## config.mk

```make
export PLATFORM = sky130hd
export DESIGN_NAME = pio_irq_servicer
export DESIGN_NICKNAME = d
export VERILOG_FILES = /design/src/rtl/pio_irq_servicer.sv
export SDC_FILE = /design/constraint.sdc
export NUM_CORES = 1
export LEC_CHECK = 0
export CAP_MARGIN = 10
export CELL_PAD_IN_SITES_DETAIL_PLACEMENT = 0
export CELL_PAD_IN_SITES_GLOBAL_PLACEMENT = 2
export CORE_UTILIZATION = 41
export DETAILED_ROUTE_END_ITERATION = 10
export PLACE_DENSITY = 0.86
export SYNTH_ARGS = -nofsm -noshare
export SYNTH_HDL_FRONTEND = slang
export SYNTH_SLANG_ARGS = --single-unit
export TNS_END_PERCENT = 30
```

## constraint.sdc

```tcl
create_clock -name clk -period 3.9 [get_ports clk]
set_input_delay 0.78 -clock clk [delete_from_list [all_inputs] [get_ports clk]]
set_output_delay 0.78 -clock clk [all_outputs]
set_load 0.02 [all_outputs]
```

## src/rtl/pio_irq_servicer.sv

```systemverilog
// Avalon-MM master that services a PIO edge-capture interrupt: read and clear the
// captured edges, read the data port, queue an event record. Optional PIO_SVC_TIMESTAMP_EN adds evt_time.
module pio_irq_servicer #(
  parameter int               WIDTH      = 10,
  parameter logic [WIDTH-1:0] INIT_MASK  = {WIDTH{1'b1}},
  parameter int               FIFO_DEPTH = 4
) (
  input  logic             clk,
  input  logic             reset,
  input  logic             pio_irq,
  output logic [1:0]       avm_address,
  output logic             avm_chipselect,
  output logic             avm_write_n,
  output logic [31:0]      avm_writedata,
  input  logic [31:0]      avm_readdata,
  input  logic             cfg_mask_wr,
  input  logic [WIDTH-1:0] cfg_mask,
  output logic             evt_valid,
  input  logic             evt_ready,
  output logic [WIDTH-1:0] evt_capture,
  output logic [WIDTH-1:0] evt_data,
  output logic [7:0]       evt_seq
`ifdef PIO_SVC_TIMESTAMP_EN
  ,
  output logic [15:0]      evt_time
`endif
);

  localparam int AW = $clog2(FIFO_DEPTH);

  localparam logic [3:0] S_INIT     = 4'd0;
  localparam logic [3:0] S_IDLE     = 4'd1;
  localparam logic [3:0] S_RD_EC    = 4'd2;
  localparam logic [3:0] S_EC_WAIT  = 4'd3;
  localparam logic [3:0] S_CLR      = 4'd4;
  localparam logic [3:0] S_RD_DAT   = 4'd5;
  localparam logic [3:0] S_DAT_WAIT = 4'd6;
  localparam logic [3:0] S_PUSH     = 4'd7;
  localparam logic [3:0] S_MASK_WR  = 4'd8;

  localparam logic [1:0] A_DATA = 2'd0;
  localparam logic [1:0] A_MASK = 2'd2;
  localparam logic [1:0] A_EC   = 2'd3;

  typedef struct packed {
`ifdef PIO_SVC_TIMESTAMP_EN
    logic [15:0]      ts;
`endif
    logic [WIDTH-1:0] cap;
    logic [WIDTH-1:0] data;
    logic [7:0]       seq;
  } evt_t;

  logic [3:0]       state, state_nxt;
  logic             run;
  logic [WIDTH-1:0] cap_q, dat_q, mask_pend;
  logic             mask_pend_vld;
  logic [7:0]       seq;
  logic [AW:0]      wr_ptr, rd_ptr;
  evt_t             mem [FIFO_DEPTH];
  evt_t             push_entry, head;
  logic             full, empty, push, pop;
  logic             unused_rd;

  assign unused_rd = ^avm_readdata;

`ifdef PIO_SVC_TIMESTAMP_EN
  logic [15:0] ts_cnt, ts_cap;

  always_ff @(posedge clk or posedge reset) begin
    if (reset) begin
      ts_cnt <= '0;
      ts_cap <= '0;
    end else begin
      ts_cnt <= ts_cnt + 16'd1;
      if (state == S_EC_WAIT) ts_cap <= ts_cnt;
    end
  end
`endif

  // run holds INIT off the bus for the cycle in which reset is still being released,
  // so the reset-time bus values are idle and the INIT write is exactly one cycle.
  always_ff @(posedge clk or posedge reset) begin
    if (reset) begin
      state <= S_INIT;
      run   <= 1'b0;
    end else begin
      state <= state_nxt;
      run   <= 1'b1;
    end
  end

  always_comb begin
    state_nxt = state;
    case (state)
      S_INIT:     if (run) state_nxt = S_IDLE;
      S_IDLE: begin
        if (mask_pend_vld) state_nxt = S_MASK_WR;
        else if (pio_irq)  state_nxt = S_RD_EC;
      end
      S_RD_EC:    state_nxt = S_EC_WAIT;
      S_EC_WAIT:  state_nxt = (avm_readdata[WIDTH-1:0] == '0) ? S_IDLE : S_CLR;
      S_CLR:      state_nxt = S_RD_DAT;
      S_RD_DAT:   state_nxt = S_DAT_WAIT;
      S_DAT_WAIT: state_nxt = S_PUSH;
      S_PUSH:     if (push) state_nxt = S_IDLE;
      S_MASK_WR:  state_nxt = S_IDLE;
      default:    state_nxt = S_INIT;
    endcase
  end

  always_comb begin
    avm_chipselect = 1'b0;
    avm_write_n    = 1'b1;
    avm_address    = A_DATA;
    avm_writedata  = '0;
    case (state)
      S_INIT: if (run) begin
        avm_chipselect = 1'b1;
        avm_write_n    = 1'b0;
        avm_address    = A_MASK;
        avm_writedata  = 32'(INIT_MASK);
      end
      S_RD_EC: begin
        avm_chipselect = 1'b1;
        avm_address    = A_EC;
      end
      S_CLR: begin
        avm_chipselect = 1'b1;
        avm_write_n    = 1'b0;
        avm_address    = A_EC;
        avm_writedata  = 32'(cap_q);
      end
      S_RD_DAT: begin
        avm_chipselect = 1'b1;
        avm_address    = A_DATA;
      end
      S_MASK_WR: begin
        avm_chipselect = 1'b1;
        avm_write_n    = 1'b0;
        avm_address    = A_MASK;
        avm_writedata  = 32'(mask_pend);
      end
      default: ;
    endcase
  end

  // A request arriving during MASK_WR survives the clear and is applied next.
  always_ff @(posedge clk or posedge reset) begin
    if (reset) begin
      mask_pend     <= '0;
      mask_pend_vld <= 1'b0;
    end else if (cfg_mask_wr) begin
      mask_pend     <= cfg_mask;
      mask_pend_vld <= 1'b1;
    end else if (state == S_MASK_WR) begin
      mask_pend_vld <= 1'b0;
    end
  end

  always_ff @(posedge clk or posedge reset) begin
    if (reset) begin
      cap_q <= '0;
      dat_q <= '0;
      seq   <= '0;
    end else begin
      if (state == S_EC_WAIT)  cap_q <= avm_readdata[WIDTH-1:0];
      if (state == S_DAT_WAIT) dat_q <= avm_readdata[WIDTH-1:0];
      if (push)                seq   <= seq + 8'd1;
    end
  end

  // First-word-fall-through queue; a pop frees the slot the same-cycle push uses.
  assign empty = (wr_ptr == rd_ptr);
  assign full  = (wr_ptr[AW] != rd_ptr[AW]) && (wr_ptr[AW-1:0] == rd_ptr[AW-1:0]);
  assign pop   = !empty && evt_ready;
  assign push  = (state == S_PUSH) && (!full || pop);

  always_comb begin
    push_entry      = '0;
    push_entry.cap  = cap_q;
    push_entry.data = dat_q;
    push_entry.seq  = seq;
`ifdef PIO_SVC_TIMESTAMP_EN
    push_entry.ts   = ts_cap;
`endif
  end

  always_ff @(posedge clk or posedge reset) begin
    if (reset) begin
      wr_ptr <= '0;
      rd_ptr <= '0;
    end else begin
      if (push) wr_ptr <= wr_ptr + 1'b1;
      if (pop)  rd_ptr <= rd_ptr + 1'b1;
    end
  end

  always_ff @(posedge clk) begin
    if (push) mem[wr_ptr[AW-1:0]] <= push_entry;
  end

  assign head        = mem[rd_ptr[AW-1:0]];
  assign evt_valid   = !empty;
  assign evt_capture = head.cap;
  assign evt_data    = head.data;
  assign evt_seq     = head.seq;
`ifdef PIO_SVC_TIMESTAMP_EN
  assign evt_time    = head.ts;
`endif

endmodule
```

==> results of run 1 <==
==> critical path: cells and delay by family (launching register included) <==
family	cells	cell delay (ns)
buf+inv	1	0.64
simple gates	1	0.68
compound gates	2	0.41
flops	1	0.50
==> routing by layer <==
layer | part of all wire, % | GRT usage [%] | vias to the layer above
li1 | - | - | 1601
met1 | 45 | 20.7 | 1731
met2 | 50 | 25.7 | 92
met3 | 4.1 | 4.05 | 18
met4 | 1.6 | 6.85 | 0
met5 | 0 | 0 | -
==> registers in the layout, summed over array words and instances, names as in the netlist <==
register / cells
mem: 112
cap_q: 10
dat_q: 10
mask_pend: 10
seq: 8
state: 4
rd_ptr: 3
wr_ptr: 3
mask_pend_vld: 1
run: 1
==> worst min path at each step <==
stage / from / to / cells past startpoint
6_report: wr_ptr[2] / wr_ptr[2] / 1
5_1_grt: rd_ptr[2] / rd_ptr[2] / 1
4_1_cts: wr_ptr[2] / wr_ptr[2] / 1
3_5_place_dp: wr_ptr[2] / wr_ptr[2] / 1
3_3_place_gp: wr_ptr[2] / wr_ptr[2] / 1
2_1_floorplan: wr_ptr[2] / wr_ptr[2] / 1
==> logic make-up (layout without fill, tap and decap cells) <==
logic type,after synthesis,in the layout,synth area share [%]
XOR/XNOR,15,15,1.98
AND/OR/NAND/NOR,64,64,4.94
flip-flops,162,162,69.5
AO/OA/AOI/OAI,34,34,3.02
adder cells (fa/ha/maj),6,6,1.13
other,2,23,0.113
multiplexers,60,60,14.9
buffers and inverters,48,120,4.41
==> report_power, final <==
group / leakage, nW / total (mW) / switching [mW] / internal (mW)
logic: 1.01 / 2.02 / 0.987 / 1.03
registers: 1.64 / 2.55 / 0.329 / 2.22
clock network: 0.269 / 1.56 / 0.646 / 0.916
==> cells in the final DEF (no fill, tap or decap), types with 3 or more instances in the layout <==
master / instances
edfxtp_1: 112
nor2_1: 17
nor3_1: 3
mux2_2: 32
o21ai_0: 3
nand2_1: 17
conb_1: 23
clkbuf_16: 17
xor2_1: 3
ha_1: 6
a21oi_1: 23
mux4_2: 28
nand2b_1: 3
inv_1: 6
clkdlybuf4s50_1: 67
and2_1: 4
nand4_1: 4
dfrtp_1: 49
xnor2_1: 12
clkinvlp_4: 3
buf_4: 12
==> final cells by class <==
cell class | count | area share, %
inverter | 7 | 0.325
clock inverter | 11 | 1.28
clock buffer | 21 | 5.69
timing repair buffer | 81 | 9.90
multi-input combinational | 202 | 22.4
sequential | 162 | 57.1
tap | 216 | 3.34
==> stage by stage <==
step	setup slack (ns)	hold slack, ns	total power, mW	area [sq um]
6_report	0.481	0.483	6.12	8090
5_1_grt	0.299	0.509	6.44	8090
4_1_cts	0.420	0.488	6.19	8090
3_5_place_dp	0.897	0.476	4.62	7520
3_3_place_gp	0.894	0.477	4.57	7520
2_1_floorplan	1.57	0.461	3.83	6720
==> results.txt, run 1 <==
The average vias per placed instance came out at 4.92. At the end of the flow, the number of nets in the layout was 524. Once detailed placement completed, the half-perimeter wirelength came to 7850 microns.

In this run the tightest slew margin relative to its limit is 46.8%. The logs give 17 for the number of CTS-inserted buffers and 0 for the number of buffers inserted for hold repair after clock tree synthesis. For the pin with the worst max-slew slack, the measured transition is 0.796 ns. The run gives 0.00791 ns as the post-route clock skew. The clock insertion delay at the later pin of the skew report was 0.42 ns. The peak supply drop is 0.488 mV, and the count of input and output buffers is 67. edfxtp_1 is the most common cell in the netlist. Counting flops and latches in the post-synthesis netlist gives 162. 112 I/O pins were placed. The number of clock sinks is 162.

After the first detailed-routing iteration, the DRC count stood at 199. The run finished with clean final reports. The tools report the floorplan die area as 16700 sq um. In this run the remaining antenna-violating nets after routing total 0.

The first detailed-routing pass ran for 6 iterations. The endpoint of the worst-slack reg-to-reg timing path is mem[2][19]. The total of fill cells in the finished design is 1256, and the number of H-tree levels is 4. The congestion estimate from routability-driven global placement came to 0.733.

The arrival time at the worst endpoint came out at 2.64 ns. The diode insertion count for antenna repair was 0. Dividing total power by cell area gives a power density of 757 nW/um^2.

Following the worst setup path forward leads to its endpoint at avm_chipselect. The tools report the required time at the endpoint of the critical path as 3.12 ns. The number of standard cells in the layout, taps in and fillers out came out at 700.

By startpoint and endpoint, the worst setup path is classified as reg -> out. Fraction of layout cells with a size suffix above 1: 22.3%. The Yosys step of the flow raised 0 warnings. For this run the aggregate overflow at the end of global routing stands at 0. Subtracting the final worst setup slack from the clock period gives 3.42 ns. The area overhead of the layout relative to synthesis was 21.8%. TritonCTS built the clock tree. The tools report the initial antenna violation count as 0.

By area the synthesized netlist is led by edfxtp_1 (51%), dfrtp_1 (19%), mux4_2 (9.5%). The clock passes through at most 2 buffers. For the worst flop-to-flop path, the logic depth is 5.

In this run the cell area of the synthesized design comes to 6640 sq um. In this run the register-to-register setup slack is 1.06 ns. The fraction of registers with async set or reset after synthesis was 30.9%; the setup TNS after final layout was 0 ns. After detailed routing, the number of remaining DRC violations is 0. STA classifies the critical path startpoint as a flip-flop. The final count of hold timing violations was 0.

The critical path goes through nor2b_1, a21boi_0, o22ai_1, clkdlybuf4s50_1. The synthesized area per cell was 17.0 sq um. The worst register-to-register path begins at rd_ptr[1].

Counting flops with a built-in enable in the synthesized netlist gives 112. The cell row count was 46; the largest incremental delay on the critical path was 0.68 ns. The max-slew violation total from the final report is 0.

The sequential element share of the synthesized area came out at 69.5%. The core region area was 15800 sq um. The synthesized design devotes to its leading area cell type 50.7% of total area. The sequential cells in the finished layout cover a total of 4620 sq um. The via count of the first global-routing pass is 3551, and the via count is 3442.

The core occupancy in the finished layout was 51.1%. The commonest cells after synthesis are edfxtp_1 (112), dfrtp_1 (50), mux2_2 (32). Clock-pin slew of the registers on the worst-case setup and hold paths: 0.06 ns. The start point of the critical path was state[2]. The placed cell count is 668, and the initial core utilization is 42.0%. In this run the worst path has a maximum fanout of 12. Counting distinct cell types in the post-synthesis netlist gives 40.

Count of final setup violators: 0. For this run, the leading register cell type out of synthesis is edfxtp_1. Height of the die: 129 microns. For the number of standard cells after synthesis, the log shows 391.

The buffer count from post-CTS setup fixing is 0, and the global-route wire length before repair is 19300 microns. The tools report the peak clock frequency supported by timing as 0.293 GHz. The worst setup path is captured at an output port. The pin count of the biggest net entering global routing is 33.

The run gives 0 as the number of gates given a new drive strength after cts. Summing all multi-input logic gate instances after layout gives 1810 sq um. The root buffer cell chosen for the clock tree is clkbuf_16.

Setup repair after global routing left no endpoint under its margin. The global-route usage over all layers was 16.0%. Summed over all layers, the routed wires come to 12100 microns.

From left edge to right edge, the die measures 129 microns. The class of the tightest hold or removal check was reg -> reg. The most area-hungry cell type in the Yosys netlist was edfxtp_1.

The worst path uses 87.7% of the clock period. The routed length per placed instance came out at 17.3 microns. The critical path's slowest cell is nor2b_1. For this design the static power due to leakage is 2.92 nW.

The tool flagged a number of max-cap violations equal to 0.
Power figures use the tool's default switching activity.
==> inputs of run 2 (changes only) <==
--- a/config.mk
+++ b/config.mk
@@ -9,6 +9,7 @@
 export CELL_PAD_IN_SITES_DETAIL_PLACEMENT = 0
 export CELL_PAD_IN_SITES_GLOBAL_PLACEMENT = 2
 export CORE_UTILIZATION = 41
+export CTS_CLUSTER_DIAMETER = 60
 export DETAILED_ROUTE_END_ITERATION = 10
 export PLACE_DENSITY = 0.86
 export SYNTH_ARGS = -nofsm -noshare
==> results of run 2 <==
The final DEF is identical to that of run 1; final timing and power are the same.
==> inputs of run 3 (changes only) <==
==> constraint.sdc (replaced) <==
create_clock -name clk -period 3.9 [get_ports clk]
set_input_delay 1.17 -clock clk [delete_from_list [all_inputs] [get_ports clk]]
set_output_delay 1.17 -clock clk [all_outputs]
set_load 0.02 [all_outputs]
==> run 3 against run 2 <==
Worst hold slack improved by 0.011 ns. Register-to-register slack improved by 0.59 ns. Non-clock buffer count increased by 5. Maximum frequency decreased by 5.9%. Die area unchanged. Critical endpoint is now avm_writedata[8]. Global-route usage decreased by 0.18 points. Cell area increased by 0.94%. Clock power increased by 9.6%. Count of clock-buffer cells in the layout decreased by 2. Sequential power about the same. Final cell count increased by 0.71%.
==> results.txt, run 3 (same netlist as run 1, synthesis figures left out) <==
The max-capacitance violation count was 0; the routed length per placed instance was 17.1 microns. For the pin with the worst max-slew slack, the measured transition is 0.676 ns. Global routing used 15.8% of the available tracks across all layers. Per report_power, the sequential group accounts for 41.1% of the total.

The run gives 0.266 ns as the minimum setup slack in the final design. Detailed placement finished with a half-perimeter wire length of 8230 microns. Net switching is 31.1% of the power. The net switching power is 1.95 mW, and the number of primary I/O pins is 112. Setup slack on the worst flop-to-flop path: 1.65 ns.

The total length of routed wires was 12100 microns; the clock insertion delay at the later pin of the skew report was 0.41 ns. The worst register-to-register path has a depth of 5. Leaving out fill and tap cells, the most frequent cells in the layout are edfxtp_1 (112), clkdlybuf4s50_1 (67), dfrtp_1 (49), mux2_2 (32), mux4_2 (28).

The tools report the startpoint type of the worst setup path as a flip-flop. In the routed design, unresolved DRC markers number 0. The floorplan has 46 rows.

The total of fill cells in the finished design is 1260. The number of clock sinks came out at 162. The cell sitting at the root of the clock tree is a clkbuf_16. In this run the most critical hold path is launched from wr_ptr[2]. In this run the cell area measured after placement is 7550 sq um.

The number of cells on the worst hold path came out at 1. The first global-routing pass estimated 19300 microns of wire. The logs give 0 for the max-slew violation total from the final report and 0.448 mV for the peak supply drop. Derived from the worst setup path, the maximum achievable clock frequency is 0.275 GHz. The run gives 2.97 nW as the leakage power total.

Gates resized during post-CTS repair numbered 0. The post-route clock skew is 0.00844 ns, and the count of input and output buffers is 67. TritonCTS built the clock tree. Floorplan die area: 16700 sq um.

The register with the most flip-flops in the layout has 112 of them. The tools report the global routing usage on met1 as 20.4%. For the final weighted congestion in routability-driven placement, the log shows 0.731. The logs give 4 for the number of H-tree levels and 2.73 ns for the required time at the endpoint of the critical path. The final worst-path cycle share is 93.2%. The via count is 3459, and the total power is 6.29 mW.

The fraction of power consumed by combinational cells was 31.7%. The global routing usage on met2 is 26.2%, and the relative max-transition margin is 55.0%. The type of the setup path with the least slack was reg -> out. After clock tree synthesis, the flow added hold-fix buffers numbering 0. Total congestion overflow after global routing: 0. The startpoint of the worst-slack reg-to-reg timing path was state[2]. The run gives 0 as the final count of hold timing violations. In this run the worst path has a maximum fanout of 23. The initial core utilization is 42.0%, and the clock tree buffer depth is 2.

The path class of the tightest hold or removal check is reg -> reg. The pin count of the biggest net entering global routing was 27; the met3 capacity usage during global routing was 4.13%. In this run the power density over the cells is 770 nW/um^2. Clock-pin slew was measured on the worst setup and hold paths at 0.06 ns.

STA classifies the critical path endpoint as an output port. In the final design database the tool counted 529 nets. The count of nets left with antenna violations once routing finished came out at 0.

Before CTS, the worst setup slack after placement is 0.700 ns. Setup repair after global routing left no endpoint under its margin. The area overhead of the layout relative to synthesis is 23.0%, and the buffer count from post-CTS setup fixing is 0. The most heavily used metal layer in global routing was met2.

The arrival time at the worst endpoint was 2.46 ns. Setup violations remaining at the end of the flow were counted as 0. The end point of the most critical hold path is wr_ptr[2]. The endpoint identified for the worst register-to-register timing path is mem[2][1]. The number of CTS-inserted buffers was 17. The run finished with clean final reports. At the end of the flow the core is filled with cells to 51.6%. The height of the die came out at 129 microns. The diode insertion count for antenna repair is 0, and the cell-internal power is 4.33 mW. After the first detailed-routing iteration, the DRC count stood at 229. The logs give 27.2% for the proportion of power drawn by the clock network and 15800 sq um for the core region area. The final critical-path required period is 3.63 ns, and the cell area after layout is 8170 sq um. The setup TNS after final layout was 0 ns; the total iterations of the first detailed-routing run was 4. The initial antenna violation count is 0. Most common cell after layout, fill and taps aside: edfxtp_1.

Fraction of layout cells with a size suffix above 1: 22.9%. Dividing the detail-routed via count by the number of cells gives 4.91. The tools report the via count of the first global-routing pass as 3613. The die extent in x is 129 microns.
-- run 3: per-stage QoR --
step | hold slack [ns] | std cells
6_report | 0.494 | 705
5_1_grt | 0.503 | 705
4_1_cts | 0.496 | 705
3_5_place_dp | 0.483 | 673
3_3_place_gp | 0.477 | 673
2_1_floorplan | 0.461 | 412
-- run 3: power by group through the flow --
stage	logic [mW]	clock network (mW)	registers [mW]
2_1_floorplan	1.41	0	2.41
3_3_place_gp	2.00	0	2.59
3_5_place_dp	2.01	0	2.62
4_1_cts	2.03	1.75	2.59
5_1_grt	2.15	1.82	2.64
6_report	1.99	1.71	2.58
-- run 3: worst max-delay path by stage --
stage / from / endpoint / slack [ns] / cells past startpoint
6_report: state[2] / avm_writedata[8] / 0.27 / 5
5_1_grt: state[2] / avm_writedata[8] / 0.07 / 5
4_1_cts: state[2] / avm_writedata[8] / 0.23 / 5
3_5_place_dp: state[2] / avm_writedata[8] / 0.70 / 5
3_3_place_gp: state[2] / avm_writedata[2] / 0.70 / 5
2_1_floorplan: evt_ready / mem[0][0] / 1.18 / 4
-- run 3: layout make-up --
| class | instances | area, sq um | area share (%) |
|---|---|---|---|
| tap | 216 | 270 | 3.31 |
| multi-input combinational | 202 | 1810 | 22.2 |
| sequential | 162 | 4620 | 56.5 |
| inverter | 7 | 26.3 | 0.322 |
| clock buffer | 19 | 433 | 5.30 |
| clock inverter | 13 | 183 | 2.24 |
| timing repair buffer | 86 | 826 | 10.1 |
-- run 3: critical path, stage by stage (launching register included) --
cell and delay, ns:
dfrtp_1 0.63, nand2b_1 0.41, a21oi_1 0.24, a21oi_1 0.07
nor2_1 0.10, clkdlybuf4s50_1 0.61
-- run 3: per-layer routing --
metal	vias up	routed length, microns
met3	11	519
li1	1611	-
met1	1749	5260
met2	88	6180
met4	0	115
met5	-	0
